[src/rtl/pc_seq_pkg.sv]
// pc_seq_pkg: shared FSM states, next-PC select encodings and the default
// OS entry address for the PC sequencer.
package pc_seq_pkg;
    typedef enum logic [1:0] {ST_FETCH, ST_EXEC, ST_HALT} state_t;
    localparam logic [2:0] PC_SEQ    = 3'd0;
    localparam logic [2:0] PC_REG    = 3'd1;
    localparam logic [2:0] PC_JUMP   = 3'd2;
    localparam logic [2:0] PC_BRANCH = 3'd3;
    localparam logic [2:0] PC_OS     = 3'd4;
    localparam int DEFAULT_OS_ENTRY  = 524;
endpackage

[src/rtl/quantum_timer.sv]
// quantum_timer: counts retires of a user time slice; o_expire flags the
// retire that completes the slice, after which the count restarts.
module quantum_timer #(
    parameter int QUANTUM = 64
) (
    input  logic clock,
    input  logic reset,
    input  logic i_inc,
    input  logic i_clear,
    output logic o_expire
);
    localparam int CW = $clog2(QUANTUM);
    logic [CW-1:0] r_count;
    assign o_expire = i_inc && r_count == CW'(QUANTUM - 1);
    always_ff @(posedge clock) begin
        if (!reset || i_clear || o_expire)
            r_count <= '0;
        else if (i_inc)
            r_count <= r_count + 1'b1;
    end
endmodule

[src/rtl/pc_sequencer.sv]
// pc_sequencer: owns the PC, runs FETCH/EXEC/HALT and picks the next PC.
// Define PC_SEQ_PREEMPT_EN to add the quantum timer that forces OS traps.
module pc_sequencer
    import pc_seq_pkg::*;
#(
    parameter int WIDTH    = 32,
    parameter int OS_ENTRY = DEFAULT_OS_ENTRY,
    parameter int QUANTUM  = 64
) (
    input  logic             clock,
    input  logic             reset,
    input  logic [2:0]       PCDst,
    input  logic             ULACrl,
    input  logic [WIDTH-1:0] reg_data,
    input  logic [WIDTH-1:0] jump_imm,
    input  logic [WIDTH-1:0] branch_imm,
    input  logic             halt,
    input  logic             preempt_en,
    input  logic             fetch_ack,
    output logic [WIDTH-1:0] pc,
    output logic             fetch_req,
    output logic             retire,
    output logic             os_trap,
    output logic [WIDTH-1:0] saved_pc,
    output logic             halted
);
    state_t           r_state, w_next_state;
    logic [WIDTH-1:0] r_pc, r_saved_pc, w_pc_inc, w_norm_pc, w_next_pc;
    logic             r_fetch_req, w_exec, w_os_req, w_expire, w_trap;

    always_comb begin
        w_exec       = r_state == ST_EXEC;
        w_pc_inc     = r_pc + 1'b1;
        w_norm_pc    = PCDst == PC_REG                ? reg_data :
                       PCDst == PC_JUMP               ? jump_imm :
                       PCDst == PC_BRANCH && ULACrl   ? branch_imm :
                       PCDst == PC_OS                 ? WIDTH'(OS_ENTRY) : w_pc_inc;
        w_os_req     = w_exec && !halt && PCDst == PC_OS;
        w_trap       = w_os_req || w_expire;
        w_next_pc    = halt ? r_pc : w_trap ? WIDTH'(OS_ENTRY) : w_norm_pc;
        w_next_state = r_state;
        case (r_state)
            ST_FETCH: w_next_state = r_fetch_req && fetch_ack ? ST_EXEC : ST_FETCH;
            ST_EXEC:  w_next_state = halt ? ST_HALT : ST_FETCH;
            default:  w_next_state = ST_HALT;
        endcase
    end

`ifdef PC_SEQ_PREEMPT_EN
    quantum_timer #(.QUANTUM(QUANTUM)) u_quantum (
        .clock    (clock),
        .reset    (reset),
        .i_inc    (w_exec && preempt_en && !halt),
        .i_clear  (!preempt_en || w_os_req),
        .o_expire (w_expire)
    );
`else
    logic w_unused;
    assign w_expire = 1'b0;
    assign w_unused = preempt_en ^ (QUANTUM > 1);
`endif

    // fetch_req is registered so it reads 0 on the cycle after a reset edge
    always_ff @(posedge clock) begin
        if (!reset) begin
            r_state     <= ST_FETCH;
            r_pc        <= '0;
            r_saved_pc  <= '0;
            r_fetch_req <= 1'b0;
        end else begin
            r_state     <= w_next_state;
            r_fetch_req <= w_next_state == ST_FETCH;
            if (w_exec)
                r_pc <= w_next_pc;
            if (w_trap)
                r_saved_pc <= w_os_req ? w_pc_inc : w_norm_pc;
        end
    end

    assign pc        = r_pc;
    assign fetch_req = r_fetch_req;
    assign retire    = w_exec;
    assign os_trap   = w_trap;
    assign saved_pc  = r_saved_pc;
    assign halted    = r_state == ST_HALT;
endmodule
[config.mk]
export PLATFORM = sky130hd
export DESIGN_NAME = pc_sequencer
export DESIGN_NICKNAME = d
export VERILOG_FILES = /design/src/rtl/pc_seq_pkg.sv /design/src/rtl/quantum_timer.sv /design/src/rtl/pc_sequencer.sv
export SDC_FILE = /design/constraint.sdc
export NUM_CORES = 1
export LEC_CHECK = 0
export BUFFER_PORTS_ARGS = -buffer_cell sky130_fd_sc_hd__buf_2
export CAP_MARGIN = 20
export CELL_PAD_IN_SITES_DETAIL_PLACEMENT = 0
export CELL_PAD_IN_SITES_GLOBAL_PLACEMENT = 2
export CORE_MARGIN = 3
export CORE_UTILIZATION = 24
export CTS_CLUSTER_DIAMETER = 60
export DETAILED_ROUTE_END_ITERATION = 8
export HOLD_SLACK_MARGIN = 0.1
export MAX_ROUTING_LAYER = met4
export PLACE_DENSITY = 0.73
export SETUP_SLACK_MARGIN = 0.05
export SLEW_MARGIN = 20
export SYNTH_ARGS = -nofsm -noshare
export SYNTH_HDL_FRONTEND = slang
export SYNTH_SLANG_ARGS = --single-unit
[constraint.sdc]
create_clock -name clock -period 1.8 [get_ports clock]
set_input_delay 0.18 -clock clock [delete_from_list [all_inputs] [get_ports clock]]
set_output_delay 0.18 -clock clock [all_outputs]
set_load 0.005 [all_outputs]
==> Word level (Yosys, flattened, before mapping) <==
Index checks and enable logic that the tools add are counted.
{ "totals": {"reg_bits": 67, "input_bits": 105, "out_inout_bits": 68, "elab_cells": 28} }
{ "classes": {"addsub": 1, "eq_ne": 6, "n_mux": 8, "bitwise_logic": 1, "n_reduce_logical": 8} }
{ "op_table": {"columns": ["operator", "n"], "rows": [
  ["$mux 32", 5],
  ["$add 32x1->32 const B", 1],
  ["$eq 3x2->1 const B", 2],
  ["$logic_and 1x1->1", 4],
  ["$logic_not 2->1", 2],
  ["$pmux 2 s2", 1],
  ["$eq 3x1->1 const B", 1],
  ["$eq 3x3->1 const B", 1],
  ["$eq 2x1->1 const B", 1],
  ["$eq 2x2->1 const B", 1],
  ["$mux 2", 1],
  ["$reduce_and 2->1", 1],
  ["$logic_not 1->1", 1],
  ["$mux 1", 1],
  ["$not 1->1", 1]
]} }

==> Depth between registers and ports, before layout <==
Gate-level depths: netlist of the first run.
{ "logic_depth": {"word_depth": 6, "depth_mapped": 8, "ltp_nobuf": 6} }

==> Least setup slack after synthesis of the first run <==
Ideal clock, no wire load.
{ "synth_timing": {"path_type": "register -> register", "startpoint": "register r_pc[0], in the netlist pc[0]", "endpoint": "register r_pc[16], in the netlist pc[16]", "setup_time_ns": 0.091, "t_arrival_ns": 1.932, "required_time_ns": 1.709, "path_slack_ns": -0.223, "path_stages_with_launch": 7, "path_buffers": 0, "cell_sequence": "dfxtp_1 ha_1 nand3_2 nor4_4 nand2_2 or3_1 a311oi_1"} }
{ "synth_between": {"elab_chain_len": 6} }
{ "synth_rtl": {"columns": ["element", "line_no", "rtl"], "rows": [
  ["from (decl)", "pc_sequencer.sv:28", "logic [WIDTH-1:0] r_pc, r_saved_pc, w_pc_inc, w_norm_pc, w_next_pc;"],
  ["from (signal assigned)", "pc_sequencer.sv:74", "r_pc <= w_next_pc;"],
  ["$add 32x1->32", "pc_sequencer.sv:33", "w_pc_inc = r_pc + 1'b1;"],
  ["$mux 32", "pc_sequencer.sv:37", "PCDst == PC_OS ? WIDTH'(OS_ENTRY) : w_pc_inc;"],
  ["$mux 32", "pc_sequencer.sv:36", "PCDst == PC_BRANCH && ULACrl ? branch_imm :"],
  ["$mux 32", "pc_sequencer.sv:35", "PCDst == PC_JUMP ? jump_imm :"],
  ["$mux 32", "pc_sequencer.sv:34", "w_norm_pc = PCDst == PC_REG ? reg_data :"],
  ["$mux 32", "pc_sequencer.sv:40", "w_next_pc = halt ? r_pc : w_trap ? WIDTH'(OS_ENTRY) : w_norm_pc;"]
]} }
Every way passes these cells.
A chain may end at the register's enable or synchronous reset.

==> Final worst setup path of the first run <==
{ "layout_timing": {"startpoint": "register r_state[1]", "endpoint": "output port os_trap"} }
{ "layout_between": {"elab_chain_len": 3} }
{ "layout_rtl": {"columns": ["element", "line_no", "rtl"], "rows": [
  ["from (decl)", "pc_sequencer.sv:27", "state_t r_state, w_next_state;"],
  ["from (signal assigned)", "pc_sequencer.sv:71", "r_state <= w_next_state;"],
  ["$eq 2x1->1", "pc_sequencer.sv:32", "w_exec = r_state == ST_EXEC;"],
  ["$logic_and 1x1->1 (2 in a row)", "pc_sequencer.sv:38", "w_os_req = w_exec && !halt && PCDst == PC_OS;"],
  ["to (decl)", "pc_sequencer.sv:23", "output logic os_trap,"]
]} }
Every way passes these cells.

==> results of run 1 <==
[flip-flops by register name, indices dropped and copies added (netlist names)]
| register | flops |
|---|---|
| pc | 32 |
| saved_pc | 32 |
| r_state | 2 |
| fetch_req | 1 |
[layout make-up]
type | count | area share (%)
tap | 220 | 4.089
antenna | 1 | 0.03717
clock buffer | 9 | 3.346
multi-input combinational | 417 | 41.60
timing repair buffer | 296 | 28.94
inverter | 9 | 0.5019
clock inverter | 7 | 1.134
sequential | 67 | 20.35
[cells in the mapped netlist, drive strengths merged (4+ instances only)]
master   count
clkbuf      32
o21ai       53
o22ai       13
a221oi       9
xnor2       12
or3b         4
xor2        16
or4          4
o2bb2ai      4
nor2b        6
dfxtp       67
nor3        14
a211oi      14
o221ai       6
inv          9
o211ai       7
nand2       29
nor2        50
a22oi       17
mux2i        6
and3        11
nand3       14
a21oi       55
nor4        10
buf          7
or3          6
nand4       10
[critical path: cells and delay by family, from the launching register on]
kind	cells	cell delay [ns]
and+or+nand+nor	2	0.56
buffers and inverters	3	0.37
DFF	1	0.33
[power by group]
group	total [W]	leakage [nW]	internal [W]	switching, W
Sequential	0.00151	0.549	0.00150	0.0000141
Clock	0.00183	0.142	0.00108	0.000749
Combinational	0.000589	2.22	0.000272	0.000317
[worst max path at each step]
| stage | slack (ns) | depth (start not counted) | from | endpoint |
|---|---|---|---|---|
| 2_1_floorplan | 0.02 | 6 | pc[16]$_SDFFE_PN0P_ | pc[19]$_SDFFE_PN0P_ |
| 3_3_place_gp | -0.09 | 7 | pc[1]$_SDFFE_PN0P_ | saved_pc[30]$_SDFFE_PN0P_ |
| 3_5_place_dp | -0.07 | 7 | pc[1]$_SDFFE_PN0P_ | saved_pc[30]$_SDFFE_PN0P_ |
| 4_1_cts | -0.003 | 5 | r_state[0]$_SDFF_PN0_ | os_trap |
| 5_1_grt | -0.06 | 7 | r_state[1]$_SDFF_PN0_ | saved_pc[1]$_SDFFE_PN0P_ |
| 6_report | 0.007 | 5 | r_state[1]$_SDFF_PN0_ | os_trap |
[logic make-up after synthesis]
kind of cell | Yosys count | synth area share [%]
AO/OA/AOI/OAI | 202 | 30.15
AND/OR/NAND/NOR | 180 | 24.67
flip-flops | 67 | 31.90
buffers and inverters | 49 | 5.714
XOR/XNOR | 28 | 5.833
multiplexers | 6 | 1.429
adder cells (fa/ha/maj) | 1 | 0.2976
[timing repair]
item | CTS | global route
hold buffers | 5 | 0
cloned | 2 | 0
endpoints found under the hold margin | 5 | 0
setup endpoints to repair | 30 | 50
resized for setup | 16 | 29
setup buffers | 6 | 4
pin swaps | 8 | 15
[layer usage]
metal	vias to the layer above	wire length, µm
li1	2558	-
met1	2597	9666
met2	203	9421
met3	19	1298
met4	0	224
met5	-	0
[metrics by stage]
stage	total power (W)	utilization, %	area, µm²	setup slack, ns	hold WS (ns)
floorplan	0.001772	-	4245	0.02211	0.3246
detailed placement	0.002096	35.84	6048	-0.07293	0.4248
global route	0.004072	39.88	6731	-0.05514	0.1377
finish	0.003930	39.88	6731	0.006586	0.1249
global placement	0.002095	35.84	6048	-0.09412	0.4317
CTS	0.003959	38.88	6563	-0.003099	0.1210
==> flow_summary.json, run 1 <==
{
  "outcome": "completed",
  "synth_edf_count": 0,
  "synthDistinctLibCells": 67,
  "dr.pass1.iters": 5,
  "use_met2_pct": 33.32,
  "num_vias": 5377,
  "ant_nets": 0,
  "cpMostUsedCell": "buf_12",
  "r2r_start": "r_state[1]$_SDFF_PN0_",
  "syn_nets": 639,
  "p_leak_nw": 2.917,
  "num_rows": 47,
  "syn_avg_cell_area_um2": 7.887,
  "fin_skew_ns": 0.007471,
  "fillCellCount": 1745,
  "slew-limit-headroom_pct": 57.91,
  "routedWlPerCell_um": 20.09,
  "stdcell_count": 1026,
  "dp_hpwl_mm": 15.87,
  "async_flop_share_pct": 0,
  "dieArea_um2": 19140,
  "fin_crit_sh_pct": 99.63,
  "cpPeakStageDelay_ns": 0.43,
  "drc_errors": 0,
  "worst_ep_required_time_ns": 1.62,
  "cts-root-buf": "clkbuf_16",
  "synth_top_area_cell": "dfxtp_1",
  "hold_depth": 3,
  "drtIter0Drc": 406,
  "final_hold_viol_count": 0,
  "grt_pass1_wl_mm": 31.44,
  "timing.fmax_ghz": 0.5576,
  "numClockSinks": 67,
  "syn_area_um2": 4204,
  "die_h_um": 138.4,
  "clock_latency_ns": 0.34,
  "hp-start": "jump_imm[4]",
  "tns_ns": 0,
  "setup_viol": 0,
  "core_um2": 16880,
  "cts_tree": "built",
  "min-delay-path-class": "in -> reg",
  "timing.critical_path.to_type": "output pin",
  "min_period_ns": 1.793,
  "maxCapViolCount": 0,
  "globalplace.congestion": 0.9199,
  "synth_warnings": 0,
  "clock_path_buffers": 2,
  "synth_cells": 533,
  "synth_seq_cells": 67,
  "layout_common_cells": "buf_2, buf_4, a21oi_1, dfxtp_1, o21ai_0",
  "grt_most_used_layer": "met2",
  "power_density_nw_per_um2": 583.8,
  "start_util_pct": 24.91,
  "io_buffers": 171,
  "cp_cell_sequence": "or3b_4, buf_12, nor2_4, buf_12, buf_6",
  "dp.cells": 992,
  "use_met3_pct": 4.731,
  "r2r_cells": 5,
  "layout.nets": 906,
  "path_clk_slew_ns": 0.06,
  "hold_end": "pc[4]$_SDFFE_PN0P_",
  "ir_worst_vdd_mv": 0.4292,
  "grt_pass1_vias": 5425,
  "rsz0062_at_grt": "yes",
  "antenna_found_initial": 1,
  "drv_slew": 0,
  "use_met1_pct": 28.95,
  "crit_slowest_cell": "or3b_4",
  "final-seq-area_um2": 1370,
  "ios": 173,
  "synthFlopType": "dfxtp_1",
  "worstSetupPathType": "reg -> out",
  "wirelength_mm": 20.61,
  "htreeDepth": 3,
  "grt_overflow": 0,
  "area_growth_pct": 60.12,
  "yosys-top-cells-area": "dfxtp_1, a21oi_1, o21ai_0",
  "worstReg2RegEnd": "pc[19]$_SDFFE_PN0P_",
  "drive_gt1_share_pct": 45.34,
  "crit_path_max_fanout": 6,
  "final_common_cell": "buf_2",
  "die_x_um": 138.4,
  "ys_seq_area_share_pct": 31.90,
  "synth_top_area_share_pct": 31.90,
  "grt.total_usage_pct": 21.50,
  "cts_buffers": 9,
  "crit_arrival_ns": 1.61,
  "multiInputGateArea_um2": 2800,
  "rrSetupSlack_ns": 0.02,
  "avgViaCountPerCell": 5.241,
  "grt_max_degree": 26,
  "worstMarginPinSlew_ns": 0.6248,
  "worstSetupStartpointType": "flop"
}
Power figures use the tool's default switching activity.
==> run 2, diff against run 1 <==
Settings changed: REMOVE_ABC_BUFFERS set to 1.
==> flow_summary.json, run 2 (synthesis results as in run 1) <==
{
  "crit_arrival_ns": 1.58,
  "rrSetupSlack_ns": 0.06,
  "ios": 173,
  "numClockSinks": 67,
  "p_int_w": 0.002944,
  "outcome": "completed",
  "final_hold_viol_count": 0,
  "fin_util_pct": 39.43,
  "cts-root-buf": "clkbuf_16",
  "worstMarginPinSlew_ns": 0.4323,
  "grt_pass1_wl_mm": 30.75,
  "path_clk_slew_ns": 0.06,
  "cts_buffers": 9,
  "ir_worst_vdd_mv": 0.4044,
  "grt_max_degree": 30,
  "worstReg2RegEnd": "saved_pc[13]$_SDFFE_PN0P_",
  "pwr-share-seq_pct": 37.9,
  "fin_area_um2": 6655,
  "comb_power_share_pct": 14.5,
  "routedWlPerCell_um": 19.86,
  "worst_ep_required_time_ns": 1.62,
  "avgViaCountPerCell": 5.222,
  "fin_crit_sh_pct": 97.65,
  "dr.pass1.iters": 5,
  "antenna_found_initial": 0,
  "setup_viol": 0,
  "r2r_start": "r_state[1]$_SDFF_PN0_",
  "final_common_cell": "buf_2",
  "min_period_ns": 1.758,
  "fillCellCount": 1782,
  "dp_hpwl_mm": 15.21,
  "grt_pass1_vias": 5294,
  "die_x_um": 138.4,
  "area_growth_pct": 58.30,
  "num_vias": 5290,
  "placed_area_um2": 5917,
  "fin_skew_ns": 0.005189,
  "dieArea_um2": 19140,
  "start_util_pct": 24.91,
  "r2r_cells": 7,
  "die_h_um": 138.4,
  "cts_tree": "built",
  "timing.fmax_ghz": 0.5689,
  "drc_errors": 0,
  "cp-startpoint": "r_state[1]$_SDFF_PN0_",
  "fin_ws_ns": 0.04221,
  "maxCapViolCount": 0,
  "worstSetupPathType": "reg -> out",
  "core_um2": 16880,
  "globalplace.congestion": 0.8671,
  "drv_slew": 0,
  "grt_overflow": 0,
  "rsz0062_at_grt": "yes",
  "swShare_pct": 26.18,
  "slew-limit-headroom_pct": 71.15,
  "min-delay-path-class": "in -> reg",
  "clock_path_buffers": 2,
  "drtIter0Drc": 289,
  "layout_common_cells": "buf_2, buf_4, a21oi_1, o21ai_0, dfxtp_1",
  "pre_cts_ws_ns": -0.1824,
  "grt.total_usage_pct": 20.88,
  "endpoint": "os_trap",
  "worstSetupStartpointType": "flop",
  "drive_gt1_share_pct": 44.89,
  "ant_nets": 0,
  "wirelength_mm": 20.12,
  "p_clk_share_pct": 47.6,
  "power_density_nw_per_um2": 599.3,
  "timing.critical_path.to_type": "output pin",
  "crit_path_max_fanout": 7,
  "p_sw_w": 0.001044,
  "clock_latency_ns": 0.34,
  "io_buffers": 171,
  "p_leak_nw": 2.886,
  "layout.nets": 894,
  "htreeDepth": 3,
  "num_rows": 47,
  "insertedDiodeCount": 0
}
## run 2: cell types whose count changed in the layout (fill, tap and decap cells not counted), moves of 2 or more
cell,previous run,this run
nor2_1,47,44
buf_6,5,10
o31ai_1,1,3
nor3_4,0,3
clkbuf_8,0,3
dlygate4sd3_1,5,3
nor2_2,2,5
dfxtp_2,11,14
dfxtp_4,4,2
inv_6,2,0
nor3_2,3,1
o31ai_2,2,0
buf_4,108,93
## run 2: how the worst min path moves through the flow
stage	start	to	slack, ns	cells past startpoint
2_1_floorplan	reset	pc[25]$_SDFFE_PN0P_	0.30	1
3_3_place_gp	reg_data[4]	pc[4]$_SDFFE_PN0P_	0.43	3
3_5_place_dp	reg_data[4]	pc[4]$_SDFFE_PN0P_	0.44	3
4_1_cts	fetch_ack	r_state[0]$_SDFF_PN0_	0.10	3
5_1_grt	fetch_ack	r_state[0]$_SDFF_PN0_	0.12	3
6_report	reg_data[7]	pc[7]$_SDFFE_PN0P_	0.12	3
## run 2: critical path, stage by stage, from the launching register on
cell     delay (ns)
dfxtp_2        0.34
or3b_4         0.42
buf_12         0.17
nor2_4         0.11
buf_12         0.12
buf_6          0.08
## run 2: what timing repair did
item	CTS	global route
resized for setup	31	34
hold buffers	3	0
endpoints found under the setup margin	38	31
gates cloned	1	0
setup buffers	11	2
hold endpoints to repair	3	0
pin swaps	11	15
## run 2: routing by layer
metal  vias up  share of wire, %  track usage, %
li1       2531                 -               -
met1      2541                47           28.45
met2       190                46           32.50
met3        28               5.1           3.211
met4         0               1.7           5.304
met5         -                 0               -
## run 2: per-stage QoR
step | total power [W] | hold slack [ns] | TNS (ns) | std cells
6_report | 0.003988 | 0.1163 | 0 | 1013
3_5_place_dp | 0.002088 | 0.4359 | -0.5382 | 980
4_1_cts | 0.004009 | 0.1009 | 0 | 1011
5_1_grt | 0.004125 | 0.1217 | -0.008902 | 1013
2_1_floorplan | 0.001730 | 0.2969 | -30.83 | 493
3_3_place_gp | 0.002085 | 0.4269 | -0.2347 | 980
## run 2: final cells by class
type / count / area [µm²] / area share (%)
Clock buffer: 12 / 266.5 / 4.005
Clock inverter: 4 / 47.55 / 0.7144
Inverter: 9 / 33.78 / 0.5076
Multi-Input combinational cell: 417 / 2801 / 42.09
Sequential cell: 67 / 1366 / 20.53
Tap cell: 220 / 275.3 / 4.136
Timing Repair Buffer: 284 / 1864 / 28.01
## run 2: power groups by stage
stage	sequential, W	clock (W)	combinational, W
after floorplan	0.00155	0	0.000179
after global placement	0.00154	0	0.000540
after detailed placement	0.00155	0	0.000543
after CTS	0.00151	0.00193	0.000566
after global routing	0.00151	0.00198	0.000626
final	0.00151	0.00190	0.000577
==> run 3, diff against run 2 <==
Settings changed: ABC_AREA set to 1, CORE_UTILIZATION 24 to 22, PLACE_DENSITY 0.73 to 0.74, SKIP_LAST_GASP set to 1.
==> flow_summary.json, run 3 <==
{
  "fin_area_um2": 6381,
  "swShare_pct": 27.27,
  "num_rows": 51,
  "p_sw_w": 0.0009907,
  "cpMostUsedCell": "nand2_1",
  "crit_arrival_ns": 1.97,
  "rsz0062_at_grt": "yes",
  "globalplace.congestion": 0.8613,
  "placed_area_um2": 5861,
  "finalPower_w": 0.003633,
  "worstMarginPinSlew_ns": 0.4058,
  "timing.fmax_ghz": 0.5868,
  "p_leak_nw": 3.125,
  "die_x_um": 147.6,
  "p_clk_share_pct": 46.1,
  "grt_pass1_vias": 5308,
  "drive_gt1_share_pct": 32.99,
  "clock_latency_ns": 0.34,
  "hp-start": "halt",
  "min-delay-path-class": "in -> reg",
  "cts_buffers": 9,
  "die_h_um": 147.6,
  "fin_util_pct": 32.57,
  "io_buffers": 171,
  "layout.nets": 1066,
  "crit_buf_inv": 1,
  "comb_power_share_pct": 12.2,
  "avgViaCountPerCell": 4.370,
  "synth_cells": 755,
  "fin_skew_ns": 0.01132,
  "yosysMostFrequentCell": "nand2_1",
  "async_flop_share_pct": 0,
  "r2r_start": "pc[1]$_SDFFE_PN0P_",
  "power_density_nw_per_um2": 569.3,
  "synth_top_area_cell": "dfxtp_1",
  "dp_hpwl_mm": 14.96,
  "antenna_found_initial": 0,
  "maxCapViolCount": 0,
  "rrSetupSlack_ns": 0.1,
  "syn_avg_cell_area_um2": 5.838,
  "drc_errors": 0,
  "ir_worst_vdd_mv": 0.3662,
  "stdcell_count": 1229,
  "cp_cell_sequence": "buf_4, nand2_1, nor2_4, nand2_4, nor2_4, xor2_1, nand2_1, nand2_1, nand2_1, nand2_1, nand2_1, a21oi_1",
  "numClockSinks": 67,
  "timing.critical_path.to_type": "flop",
  "netlist_top_cells_count": "nand2_1, nor2_1, a21oi_1, dfxtp_1, inv_1",
  "pwr-share-seq_pct": 41.7,
  "yosys-top-cells-area": "dfxtp_1, nand2_1, nor2_1",
  "dieArea_um2": 21770,
  "worst_ep_required_time_ns": 2.07,
  "grt_overflow": 0,
  "whs_ns": 0.1112,
  "min_period_ns": 1.704,
  "wirelength_mm": 20.03,
  "worstSetupStartpointType": "flop",
  "setup_viol": 0,
  "synthFlopType": "dfxtp_1",
  "cts-root-buf": "clkbuf_16",
  "p_int_w": 0.002642,
  "synth_top_area_share_pct": 30.43,
  "ios": 173,
  "dp.cells": 1208,
  "insertedDiodeCount": 0,
  "htreeDepth": 3,
  "final_common_cell": "nand2_1",
  "r2r_cells": 12,
  "core_um2": 19590,
  "path_clk_slew_ns": 0.06,
  "drv_slew": 0,
  "dr.pass1.iters": 4,
  "synth_warnings": 0,
  "slew-limit-headroom_pct": 72.95,
  "clock_path_buffers": 2,
  "final_hold_viol_count": 0,
  "layout_common_cells": "nand2_1, buf_2, nor2_1, a21oi_1, buf_4",
  "num_vias": 5371,
  "crit_slowest_cell": "dfxtp_2",
  "synthDistinctLibCells": 32,
  "ys_seq_area_share_pct": 30.43,
  "crit_path_max_fanout": 6,
  "start_util_pct": 22.50,
  "worstSetupPathType": "reg -> reg",
  "synth_seq_cells": 67,
  "syn_area_um2": 4408,
  "worstReg2RegEnd": "pc[11]$_SDFFE_PN0P_",
  "synth_edf_count": 0,
  "area_growth_pct": 44.76,
  "grt_pass1_wl_mm": 30.19,
  "hold_end": "r_state[1]$_SDFF_PN0_",
  "fin_crit_sh_pct": 94.68,
  "hold_depth": 3,
  "crit_family": "simple AND/OR/NAND/NOR gates",
  "fillCellCount": 2234,
  "grt.total_usage_pct": 18.54,
  "final-seq-area_um2": 1359,
  "multiInputGateArea_um2": 2855,
  "routedWlPerCell_um": 16.30,
  "grt_max_degree": 31,
  "ant_nets": 0,
  "drtIter0Drc": 284,
  "outcome": "completed",
  "cpPeakStageDelay_ns": 0.35,
  "cts_tree": "built"
}
==> run 3: worst max path at each step <==
stage	slack, ns	cells past startpoint	to	from
after floorplan	-1.57	7	saved_pc[10]$_SDFFE_PN0P_	r_state[0]$_SDFF_PN0_
after global placement	0.06	12	pc[10]$_SDFFE_PN0P_	pc[0]$_SDFFE_PN0P_
after detailed placement	0.04	13	pc[30]$_SDFFE_PN0P_	pc[0]$_SDFFE_PN0P_
after CTS	0.05	6	os_trap	r_state[0]$_SDFF_PN0_
after global routing	-0.03	13	pc[18]$_SDFFE_PN0P_	pc[1]$_SDFFE_PN0P_
final	0.1	12	pc[11]$_SDFFE_PN0P_	pc[1]$_SDFFE_PN0P_
==> run 3: tightest hold or removal path, delay by kind of cell <==
family                 cells  cell delay, ns
AO/OA/AOI/OAI              1            0.07
buffers and inverters      1            0.09
AND/OR/NAND/NOR            1            0.07
==> run 3: what timing repair did <==
action | 4_1_cts | 5_1_grt
setup buffers | 1 | 3
hold buffers | 0 | 0
gates resized for setup | 3 | 52
pin swaps | 3 | 17
cloned | 2 | 0
setup endpoints to repair | 6 | 29
==> run 3: through the flow <==
| stage | setup WS [ns] | TNS, ns |
|---|---|---|
| after global placement | 0.05557 | 0 |
| final | 0.09571 | 0 |
| after global routing | -0.03161 | -0.1585 |
| after CTS | 0.05314 | 0 |
| after floorplan | -1.566 | -58.49 |
| after detailed placement | 0.04353 | 0 |
==> run 3: logic make-up after synthesis <==
group / Yosys count / share of synthesized area [%]
AND/OR/NAND/NOR: 452 / 42.12
AO/OA/AOI/OAI: 135 / 17.06
buffers and inverters: 90 / 8.118
flip-flops: 67 / 30.43
XOR/XNOR: 10 / 1.987
adder cells (fa/ha/maj): 1 / 0.2838
==> run 3: cell type report <==
class	count	area share (%)
clock inverters	5	0.4706
clock buffers	10	3.745
repair buffers	229	21.27
multi-input cells	598	44.75
inverters	55	3.275
well taps	265	5.196
flip-flops and latches	67	21.29
==> run 3: power by group through the flow <==
| stage | sequential, W | combinational, W | clock (W) |
|---|---|---|---|
| CTS | 0.00151 | 0.000443 | 0.00172 |
| global route | 0.00152 | 0.000495 | 0.00178 |
| detailed placement | 0.00155 | 0.000438 | 0 |
| finish | 0.00152 | 0.000442 | 0.00168 |
| floorplan | 0.00155 | 0.000169 | 0 |
| global placement | 0.00155 | 0.000440 | 0 |
==> run 3: per-layer routing <==
layer / routed length (µm) / vias up / global-route usage, %
met2: 9340 / 124 / 30.01
met3: 922 / 14 / 3.924
met1: 9577 / 2420 / 24.17
met4: 189 / 0 / 3.541
met5: 0 / - / -
li1: - / 2813 / -
